### src/rtl/alu_pkg.sv
// Shared ALU package: cntrl opcodes for alu_16 and the multiplier sequencer state type.
package alu_pkg;

  localparam logic [2:0] ALU_AND = 3'b000;
  localparam logic [2:0] ALU_OR  = 3'b001;
  localparam logic [2:0] ALU_ADD = 3'b010;
  localparam logic [2:0] ALU_SUB = 3'b011;
  localparam logic [2:0] ALU_XOR = 3'b100;
  localparam logic [2:0] ALU_NOR = 3'b101;
  localparam logic [2:0] ALU_SLT = 3'b111;

  typedef enum logic [1:0] {
    IDLE = 2'd0,
    RUN  = 2'd1,
    DONE = 2'd2
  } mul_state_e;

endpackage

### src/rtl/alu_16.sv
// 16-bit ripple-carry ALU. Subtract/compare reuse the adder with inverted B and Cin=1.
import alu_pkg::*;

module alu_16 (
  input  logic [15:0] a,
  input  logic [15:0] b,
  input  logic [2:0]  cntrl,
  output logic [15:0] result,
  output logic        carry_out,
  output logic        overflow,
  output logic        negative,
  output logic        zero
);

  logic        sub;
  logic [15:0] bx;
  logic [15:0] sum;
  logic [16:0] c;

  assign sub  = (cntrl == ALU_SUB) || (cntrl == ALU_SLT);
  assign bx   = sub ? ~b : b;
  assign c[0] = sub;

  // One full adder per bit; the carry ripples bit to bit.
  for (genvar i = 0; i < 16; i++) begin : g_fa
    assign sum[i]   = a[i] ^ bx[i] ^ c[i];
    assign c[i+1]   = (a[i] & bx[i]) | (c[i] & (a[i] ^ bx[i]));
  end

  assign carry_out = c[16];
  assign overflow  = c[16] ^ c[15];
  assign negative  = result[15];
  assign zero      = (result == 16'h0000);

  // Operation select.
  always_comb begin
    result = 16'h0000;
    case (cntrl)
      ALU_AND: result = a & b;
      ALU_OR:  result = a | b;
      ALU_ADD: result = sum;
      ALU_SUB: result = sum;
      ALU_XOR: result = a ^ b;
      ALU_NOR: result = ~(a | b);
      ALU_SLT: result = {15'h0000, sum[15] ^ overflow};
      default: result = 16'h0000;
    endcase
  end

endmodule

### src/rtl/alu_seq_mul.sv
// Sequential unsigned 16x16->32 shift-add multiplier sharing one alu_16 as its adder.
// One shift-add step per clock; start/busy/done handshake.
// Optional: ALU_SEQ_MUL_EARLY_EXIT_EN stops as soon as the remaining multiplier bits are zero.
import alu_pkg::*;

module alu_seq_mul (
  input  logic        clk,
  input  logic        reset,
  input  logic        start,
  input  logic [15:0] a,
  input  logic [15:0] b,
  output logic        busy,
  output logic        done,
  output logic [31:0] product
);

  mul_state_e  state_q;
  logic [32:0] p_q;
  logic [3:0]  cnt_q;
  logic [15:0] mcand_q;
  logic [31:0] prod_q;

  logic [15:0] alu_b;
  logic [15:0] alu_res;
  logic        alu_cout;
  logic        alu_ovf, alu_neg, alu_zero;
  logic [32:0] p_nxt;
  logic        last;
  logic [31:0] prod_nxt;
  logic        accept;
  logic        unused_bits;

  // Add the multiplicand into the upper half only when the current multiplier bit is set.
  assign alu_b = p_q[0] ? mcand_q : 16'h0000;

  alu_16 u_alu (
    .a         (p_q[31:16]),
    .b         (alu_b),
    .cntrl     (ALU_ADD),
    .result    (alu_res),
    .carry_out (alu_cout),
    .overflow  (alu_ovf),
    .negative  (alu_neg),
    .zero      (alu_zero)
  );

  // Right shift of {carry, sum, lo}: consumed multiplier bit falls off the bottom.
  assign p_nxt = {1'b0, alu_cout, alu_res, p_q[15:1]};

`ifdef ALU_SEQ_MUL_EARLY_EXIT_EN
  // After step cnt, the low 15-cnt bits of P are still-unprocessed multiplier bits.
  // If they are all zero the remaining steps would only shift, so do that shift at once.
  logic [15:0] rem_mask;
  assign rem_mask = 16'h7fff >> cnt_q;
  assign last     = ((p_nxt[15:0] & rem_mask) == 16'h0000);
  assign prod_nxt = p_nxt[31:0] >> (4'd15 - cnt_q);
`else
  assign last     = (cnt_q == 4'd15);
  assign prod_nxt = p_nxt[31:0];
`endif

  assign unused_bits = ^{p_q[32], p_nxt[32], alu_ovf, alu_neg, alu_zero};

  assign accept  = start && (state_q != RUN);
  assign busy    = (state_q == RUN);
  assign done    = (state_q == DONE);
  assign product = prod_q;

  // FSM, step counter, partial product and result register.
  always_ff @(posedge clk) begin
    if (reset) begin
      state_q <= IDLE;
      p_q     <= '0;
      cnt_q   <= '0;
      mcand_q <= '0;
      prod_q  <= '0;
    end else begin
      case (state_q)
        RUN: begin
          p_q   <= p_nxt;
          cnt_q <= cnt_q + 4'd1;
          if (last) begin
            prod_q  <= prod_nxt;
            state_q <= DONE;
          end
        end
        default: begin
          if (accept) begin
            mcand_q <= a;
            p_q     <= {17'h0_0000, b};
            cnt_q   <= '0;
            state_q <= RUN;
          end else begin
            state_q <= IDLE;
          end
        end
      endcase
    end
  end

endmodule

### config.mk
export PLATFORM = sky130hd
export DESIGN_NAME = alu_seq_mul
export DESIGN_NICKNAME = d
export VERILOG_FILES = /design/src/rtl/alu_pkg.sv /design/src/rtl/alu_16.sv /design/src/rtl/alu_seq_mul.sv
export SDC_FILE = /design/constraint.sdc
export NUM_CORES = 1
export LEC_CHECK = 0
export ABC_AREA = 1
export CORE_AREA = 2 2 91 93
export CTS_CLUSTER_SIZE = 14
export DETAILED_ROUTE_END_ITERATION = 16
export DIE_AREA = 0 0 93 95
export GPL_ROUTABILITY_DRIVEN = 0
export GPL_TIMING_DRIVEN = 0
export PLACE_DENSITY = 0.79
export SLEW_MARGIN = 20
export SYNTH_ARGS = -nofsm -noshare
export SYNTH_HDL_FRONTEND = slang
export SYNTH_SLANG_ARGS = --single-unit
### constraint.sdc
create_clock -name clk -period 9.53 [get_ports clk]
set_input_delay 1.4295 -clock clk [delete_from_list [all_inputs] [get_ports clk]]
set_output_delay 1.4295 -clock clk [all_outputs]
set_load 0.02 [all_outputs]
## Word-level counts from Yosys, hierarchy flattened

Cells that the tools add are included.

- Add/subtract/negate cells: 1
- Equality and inequality tests: 5
- Mux-type cells: 8
- Bitwise gates (word level): 78
- Reductions and logical operators: 4

Operator list:

| cell | count |
|---|---|
| 32-bit two-way mux | 2 |
| 1-bit bitwise AND | 31 |
| 1-bit bitwise XOR | 31 |
| 16-bit two-way mux | 1 |
| 1-bit OR | 15 |
| 4-bit two-way mux | 2 |
| 4-bit by 1-bit adder with 4-bit output (second input constant) | 1 |
| 4-bit == test (second input constant) | 1 |
| 2-bit two-way mux | 2 |
| 2-bit by 1-bit inequality test with 1-bit output (second input constant) | 2 |
| 2-bit AND reduction | 2 |
| 2-bit by 1-bit == test with 1-bit output (second input constant) | 1 |
| 2-bit == test (second input constant) | 1 |
| 2-bit nonzero test | 1 |
| 1-bit logical AND | 1 |
| 1-bit two-way mux | 1 |
| 1-bit inverter | 1 |

- Flip-flop bits (word level): 86
- Output and inout bits: 34
- Word-level logic and storage cells: 101

## Logic depth before layout (Yosys ltp)

Gate-level depths: netlist of the first run.

- Depth in word-level cells: 33
- Gate-level depth with buffers: 27
- Gate-level depth less buffers: 26

## Modules after synthesis

From an unflattened synthesis of the first run, not the netlist that was laid out.

- Cell total of the unflattened synthesis: 774
- Area, all modules: 5454.0 um^2

Modules (own cells, without submodules):

| module | instances | cells each | area each (um^2) | sequential area each (um^2) |
|---|---|---|---|---|
| alu_seq_mul | 1 | 474 | 3493.4 | 1721.7 |
| alu_16 | 1 | 300 | 1960.6 | 0.0 |

## Worst setup path after synthesis of the first run

Ideal clock, no wire load.

- Path kind: flip-flop to flip-flop
- Start: register p_q[0]
- End: register p_q[30]
- Arrival: 6.334 ns
- Required time: 9.398 ns
- Path slack: 3.064 ns
- Cell stages (with the launch flop): 26
- Period minus slack after synthesis: 6.466 ns
- Cell sequence: dfxtp_1 -> clkbuf_1 -> clkbuf_1 -> nand2_1 -> fa_1 -> fa_1 -> fa_1 -> fa_1 -> fa_1 -> fa_1 -> fa_1 -> inv_1 -> fa_1 -> fa_1 -> inv_1 -> fa_1 -> inv_1 -> fa_1 -> inv_1 -> fa_1 -> fa_1 -> fa_1 -> fa_1 -> inv_1 -> nand2_1 -> a21oi_1

- Word-level cells in the longest chain between the ends: 32
- Elaborated cells on any way between the ends: 61

RTL lines:

| what | line | RTL |
|---|---|---|
| from (decl) | alu_seq_mul.sv:18 | `logic [32:0] p_q;` |
| from (signal assigned) | alu_seq_mul.sv:80 | `p_q <= p_nxt;` |
| from (signal assigned) | alu_seq_mul.sv:90 | `p_q <= {17'h0_0000, b};` |
| 16-bit two-way mux * | alu_seq_mul.sv:34 | `assign alu_b = p_q[0] ? mcand_q : 16'h0000;` |
| 1-bit bitwise AND / 1-bit bitwise XOR (equally long branches) | alu_16.sv:27 | `assign c[i+1] = (a[i] & bx[i]) \| (c[i] & (a[i] ^ bx[i]));` |
| 1-bit bitwise AND | alu_16.sv:27 |  |
| 1-bit OR | alu_16.sv:27 |  |
| 1-bit bitwise AND | alu_16.sv:27 |  |
| 1-bit OR | alu_16.sv:27 |  |
| 1-bit bitwise AND | alu_16.sv:27 |  |
| 1-bit OR | alu_16.sv:27 |  |
| [... 16 more ...] | -- |  |
| 1-bit bitwise AND | alu_16.sv:27 |  |
| 1-bit OR | alu_16.sv:27 |  |
| 1-bit bitwise AND | alu_16.sv:27 |  |
| 1-bit OR | alu_16.sv:27 |  |
| 1-bit bitwise AND | alu_16.sv:27 |  |
| 1-bit OR | alu_16.sv:27 |  |
| 1-bit bitwise XOR * | alu_16.sv:26 | `assign sum[i] = a[i] ^ bx[i] ^ c[i];` |
| 32-bit two-way mux * | alu_seq_mul.sv:78 | `case (state_q)` |

Mark *: on every way between the ends. The rest lies on a longest branch, timed or not.
A chain may end at the register's enable or synchronous reset.

## Worst setup path after layout of the first run

Same ends and word-level chain as after synthesis.

==> results.cfg, run 1 <==
[outcome]
status = finished clean

[floorplan]
die_area_um2 = 8840
ios = 69
rows = 33
die_y_um = 95
floorplan.initialDensity_pct = 48.7
die_w_um = 93
design.core.area_um2 = 7930

[clocking]
cts.clk_slew.worst_paths_ns = 0.10
clock_sinks = 86
clockBufferDepth = 2
cts_tree = built
cts_root_buf = clkbuf_8
cts_buffers = 9
htreeDepth = 3
holdBufCountCts = 0
cts_resized = 0
clk_latency_ns = 0.37
cts_setup_buffers = 0

[power_and_ir_drop]
ir_drop_uv = 105
p_leak_uw = 0.00219
powerDensity_nw_per_um2 = 141
power.total_uw = 684

[critical_path]
criticalPathCategory = register to register
critPathMaxFanout = 10
cp-end-kind = register
cp_slowest_stage_delay_ns = 0.49
cp.arrival_ns = 7.32
crit_path_start_kind = register
critical-path-slowest-cell = fa_1
required_ns = 9.76
cpMostUsedCell = fa_1

[yosys]
yosysUniqueCellTypes = 21
yosys.area.top_type = dfxtp_1
synth_cells = 506
synth_mux_area_share_pct = 0
synth_ff_type = dfxtp_1
syn_avg_cell_area_um2 = 7.64
synthAdderAreaFrac_pct = 8.42
syn_area_um2 = 3860
synth_top_family_by_area = simple AND/OR/NAND/NOR gates
ys_ff_latch = 86
synth_enable_flop_cells = 0
ys_top_cells_by_area = dfxtp_1, nand2_1, nand3_1, fa_1, inv_1
synth-simple-area-share_pct = 31.8
synth_top_area_share_pct = 44.6
synth-async-reset-ratio_pct = 0
syn_nets = 558
ys_warn_count = 0
synth_xor_area_share_pct = 0
synth_compound_area_share_pct = 4.66
synth_top_cells_by_count = nand2_1, dfxtp_1, nand3_1, inv_1, nor2_1
yosysSeqAreaShare_pct = 44.6
synth.most_common_cell = nand2_1

[placed_design]
dp_hpwl_um = 6390
dp_cells = 678
io_buffers = 67
post-place-ws_ns = 2.41

[sta]
finalSetupViolCount = 0
min_period_ns = 7.09
hold_viol = 0
max_freq_mhz = 141
slew_headroom_pct = 68.7
tns_ns = 0
worst_slack_ns = 2.44
min_period_over_period_pct = 74.4
holdWs_ns = 0.461
fin_worst_skew_ns = 0.0112
slew_violations = 0
worst_pin_slew_ns = 0.469
rsz0062_at_grt = no

[routing]
vias = 3350
drt-initial-drc-count = 158
drt-wirelength-per-cell_um = 12.1
vias_per_cell = 4.83
dr.pass1.iters = 5
wl_um = 8420
drc = 0
drtAntennaViolNets = 0

[grt]
grt_pass1_wl_um = 14000
grt_max_degree = 17
antenna_found_initial = 0
grt_usage_pct = 20.2
grt_pass1_vias = 3171
grt_remaining_overflow = 0

[worst_hold_path]
hold_class = register to register

[layout]
syn_to_final_growth_pct = 25.4
nets = 636
drive_gt1_share_pct = 7.47
stdcell_count = 694
antennaDiodeCount = 0

[flow_run]
cap_viol_max_count = 0
[critical path, delay by kind of cell (launching register included)]
family	cells	cell delay [ns]
fa+ha+maj	15	5.32
simple gates	2	0.21
compound gates	1	0.06
flops	1	0.31
buf+inv	7	1.05
[cell families after synthesis]
family | after synthesis
and+or+nand+nor | 280
buffers and inverters | 87
DFF | 86
AOI/OAI and AO/OA | 36
adders and majority gates | 17
[state kept, by name, indices dropped and copies added (netlist names)]
name / count
p_q: 32
product: 32
mcand_q: 16
cnt_q: 4
state_q: 2
[cell type report]
class,instances,area [um^2]
multi-input combinational,333,1730
sequential,86,1720
inverter,57,214
clock inverter,7,56.3
fill,760,3080
timing repair buffer,67,671
tap,105,131
clock buffer,9,124
buffer,30,195
[stage by stage]
step	utilization [%]	instance area, um^2
6_report	61.1	4850
5_1_grt	61.1	4850
4_1_cts	61.1	4850
3_5_place_dp	58.9	4670
3_3_place_gp	58.9	4670
2_1_floorplan	-	3860
[report_power, final]
group	internal, uW	switching (uW)	total (uW)	leakage, uW
clock	97.8	141	239	0.0000906
combinational	30.4	38.2	68.7	0.00140
sequential	370	6.86	377	0.000699
total	498	186	684	0.00219
[layout by cell type (no fill, tap or decap), drive strengths merged]
cell type / count
clkinv: 3
nand2: 155
nand3: 81
nor3b: 1
clkbuf: 18
clkinvlp: 1
ha: 2
o21ai: 17
buf: 21
fa: 15
inv: 60
a21oi: 19
nor2: 42
nand3b: 1
clkdlybuf4s50: 67
dfxtp: 86
[final timing paths]
kind	from	to	slack, ns	cells after the start
worst min-delay path	p_q[8]	product[7]	0.46	2
worst max register to register	p_q[0]	p_q[30]	2.44	25
worst max-delay path	p_q[0]	p_q[30]	2.44	25
worst min register to register	p_q[8]	product[7]	0.46	2
[metal layers]
layer | global-route usage [%] | wire length [um] | part of all wire (%) | vias up
li1 | - | - | - | 1723
met4 | 7.60 | 137 | 1.6 | 0
met2 | 34.7 | 4070 | 48 | 108
met1 | 24.5 | 3700 | 44 | 1509
met3 | 5.11 | 511 | 6.1 | 10
met5 | 0 | 0 | 0 | -
Power figures use the tool's default switching activity.
==> run 2, diff against run 1 <==
--- a/config.mk
+++ b/config.mk
@@ -6,13 +6,13 @@
 export NUM_CORES = 1
 export LEC_CHECK = 0
 export ABC_AREA = 1
-export CORE_AREA = 2 2 91 93
+export CORE_AREA = 2 2 94 96
 export CTS_CLUSTER_SIZE = 14
 export DETAILED_ROUTE_END_ITERATION = 16
-export DIE_AREA = 0 0 93 95
+export DIE_AREA = 0 0 96 98
 export GPL_ROUTABILITY_DRIVEN = 0
 export GPL_TIMING_DRIVEN = 0
-export PLACE_DENSITY = 0.79
+export PLACE_DENSITY = 0.77
 export SLEW_MARGIN = 20
 export SYNTH_ARGS = -nofsm -noshare
 export SYNTH_HDL_FRONTEND = slang
==> constraint.sdc (replaced) <==
create_clock -name clk -period 6.5 [get_ports clk]
set_input_delay 0.975 -clock clk [delete_from_list [all_inputs] [get_ports clk]]
set_output_delay 0.975 -clock clk [all_outputs]
set_load 0.02 [all_outputs]
==> results.cfg, run 2 (same netlist as run 1, synthesis figures left out) <==
[outcome]
status = finished clean

[flow_run]
cap_viol_max_count = 0

[sta]
slew_violations = 0
rsz0062_at_grt = no
fin_worst_skew_ns = 0.0112
slew_headroom_pct = 64.9
hold_viol = 0
max_freq_mhz = 160
min_period_over_period_pct = 96.3
min_period_ns = 6.26
finalSetupViolCount = 0
worst_pin_slew_ns = 0.526
tns_ns = 0

[placed_design]
dp_cells = 681
dp_hpwl_um = 6430
io_buffers = 67
placed_area_um2 = 4670

[clocking]
cts.clk_slew.worst_paths_ns = 0.09
clk_latency_ns = 0.36
cts_tree = built
cts_root_buf = clkbuf_8
clockBufferDepth = 2
htreeDepth = 3
clock_sinks = 86
holdBufCountCts = 0
cts_buffers = 9

[floorplan]
die_area_um2 = 9410
rows = 34
die_y_um = 98
design.core.area_um2 = 8470
ios = 69
die_w_um = 96
floorplan.initialDensity_pct = 45.6

[grt]
grt_pass1_vias = 3215
grt_max_degree = 16
grt_pass1_wl_um = 14500
grt_usage_pct = 19.7
grt_remaining_overflow = 0
antenna_found_initial = 0

[critical_path]
crit_path_start = p_q[0]
r2r_slack_ns = 0.24
crit_path_start_kind = register
required_ns = 6.73
crit_end = p_q[30]
ff2ff_path_depth = 26
cp-end-kind = register
r2r-start = p_q[0]
r2r_end = p_q[30]
cp.arrival_ns = 6.49
critPathMaxFanout = 3
criticalPathCategory = register to register

[worst_hold_path]
hold_class = register to register
worstHoldPathCells = 2

[routing]
drt-initial-drc-count = 134
drtAntennaViolNets = 0
wl_um = 8660
dr.pass1.iters = 6
vias = 3302
drt-wirelength-per-cell_um = 12.4
vias_per_cell = 4.74
drc = 0

[layout]
syn_to_final_growth_pct = 27.6
final_common_cell = nand2_1
stdcell_count = 697
nets = 636
antennaDiodeCount = 0
fill_cells = 765
utilization_pct = 58.2
final_cell_mix = nand2_1, dfxtp_1, nand3_1, clkdlybuf4s50_1, inv_1
drive_gt1_share_pct = 9.34
fin_area_um2 = 4930

[power_and_ir_drop]
ir_drop_uv = 133
p_leak_uw = 0.00222
powerDensity_nw_per_um2 = 217
power.total_uw = 1070
run 2: changes by cell type in the layout (fill, tap and decap cells not counted), moves of 2 or more:
cell / delta
fa_1: -8
fa_2: +8
bufinv_16: +2
clkbuf_1: -2
inv_6: -2
run 2: worst min path at each step:
| stage | start | to |
|---|---|---|
| final | p_q[5] | product[4] |
| after global routing | p_q[31] | p_q[31] |
| after CTS | p_q[17] | p_q[17] |
| after detailed placement | p_q[5] | product[4] |
| after global placement | p_q[17] | p_q[17] |
| after floorplan | p_q[1] | product[0] |
run 2: metrics by stage:
stage               setup slack (ns)  hold slack (ns)
floorplan                     0.0339            0.439
global placement              -0.480            0.447
detailed placement            -0.639            0.452
CTS                           0.0132            0.465
global route                 0.00938            0.482
finish                         0.239            0.462
run 2: layout make-up:
class | instances | area [um^2] | share of cell area, %
buffer | 29 | 201 | 4.09
clock buffer | 9 | 124 | 2.51
clock inverter | 7 | 97.6 | 1.98
inverter | 57 | 214 | 4.34
multi-input combinational | 333 | 1750 | 35.6
sequential | 86 | 1730 | 35.0
tap | 108 | 135 | 2.74
timing repair buffer | 68 | 678 | 13.8
run 2: what timing repair did:
action,in CTS,in global routing
pin swaps,0,0
setup buffers,1,0
endpoints found under the setup margin,6,4
resized for setup,7,6
run 2: metal layers:
metal	vias to the layer above	track usage [%]	part of all wire, %
met1	1492	25.1	45
met3	12	4.09	4.8
met2	80	32.9	49
li1	1718	-	-
met5	-	0	0
met4	0	6.48	1.2
run 2: worst max-delay path, cell delays in order, from the launching register on:
cell and delay, ns:
dfxtp_4 0.39, nand2_1 0.06, inv_1 0.07, ha_1 0.13, inv_1 0.05, fa_1 0.39
fa_2 0.36, fa_2 0.35, fa_2 0.36, fa_2 0.35, fa_2 0.35, fa_1 0.36
inv_1 0.09, fa_2 0.20, fa_1 0.16, inv_1 0.05, fa_1 0.36, inv_1 0.08
fa_1 0.17, inv_1 0.05, fa_1 0.39, fa_2 0.37, fa_2 0.34, fa_1 0.48
inv_1 0.06, nand2_1 0.06, a21oi_1 0.06
run 2: power by group:
part / leakage, uW / total, uW / internal [uW] / switching (uW)
Clock: 0.000106 / 414 / 218 / 196
Sequential: 0.000700 / 553 / 542 / 10.6
Combinational: 0.00141 / 102 / 45.6 / 55.9
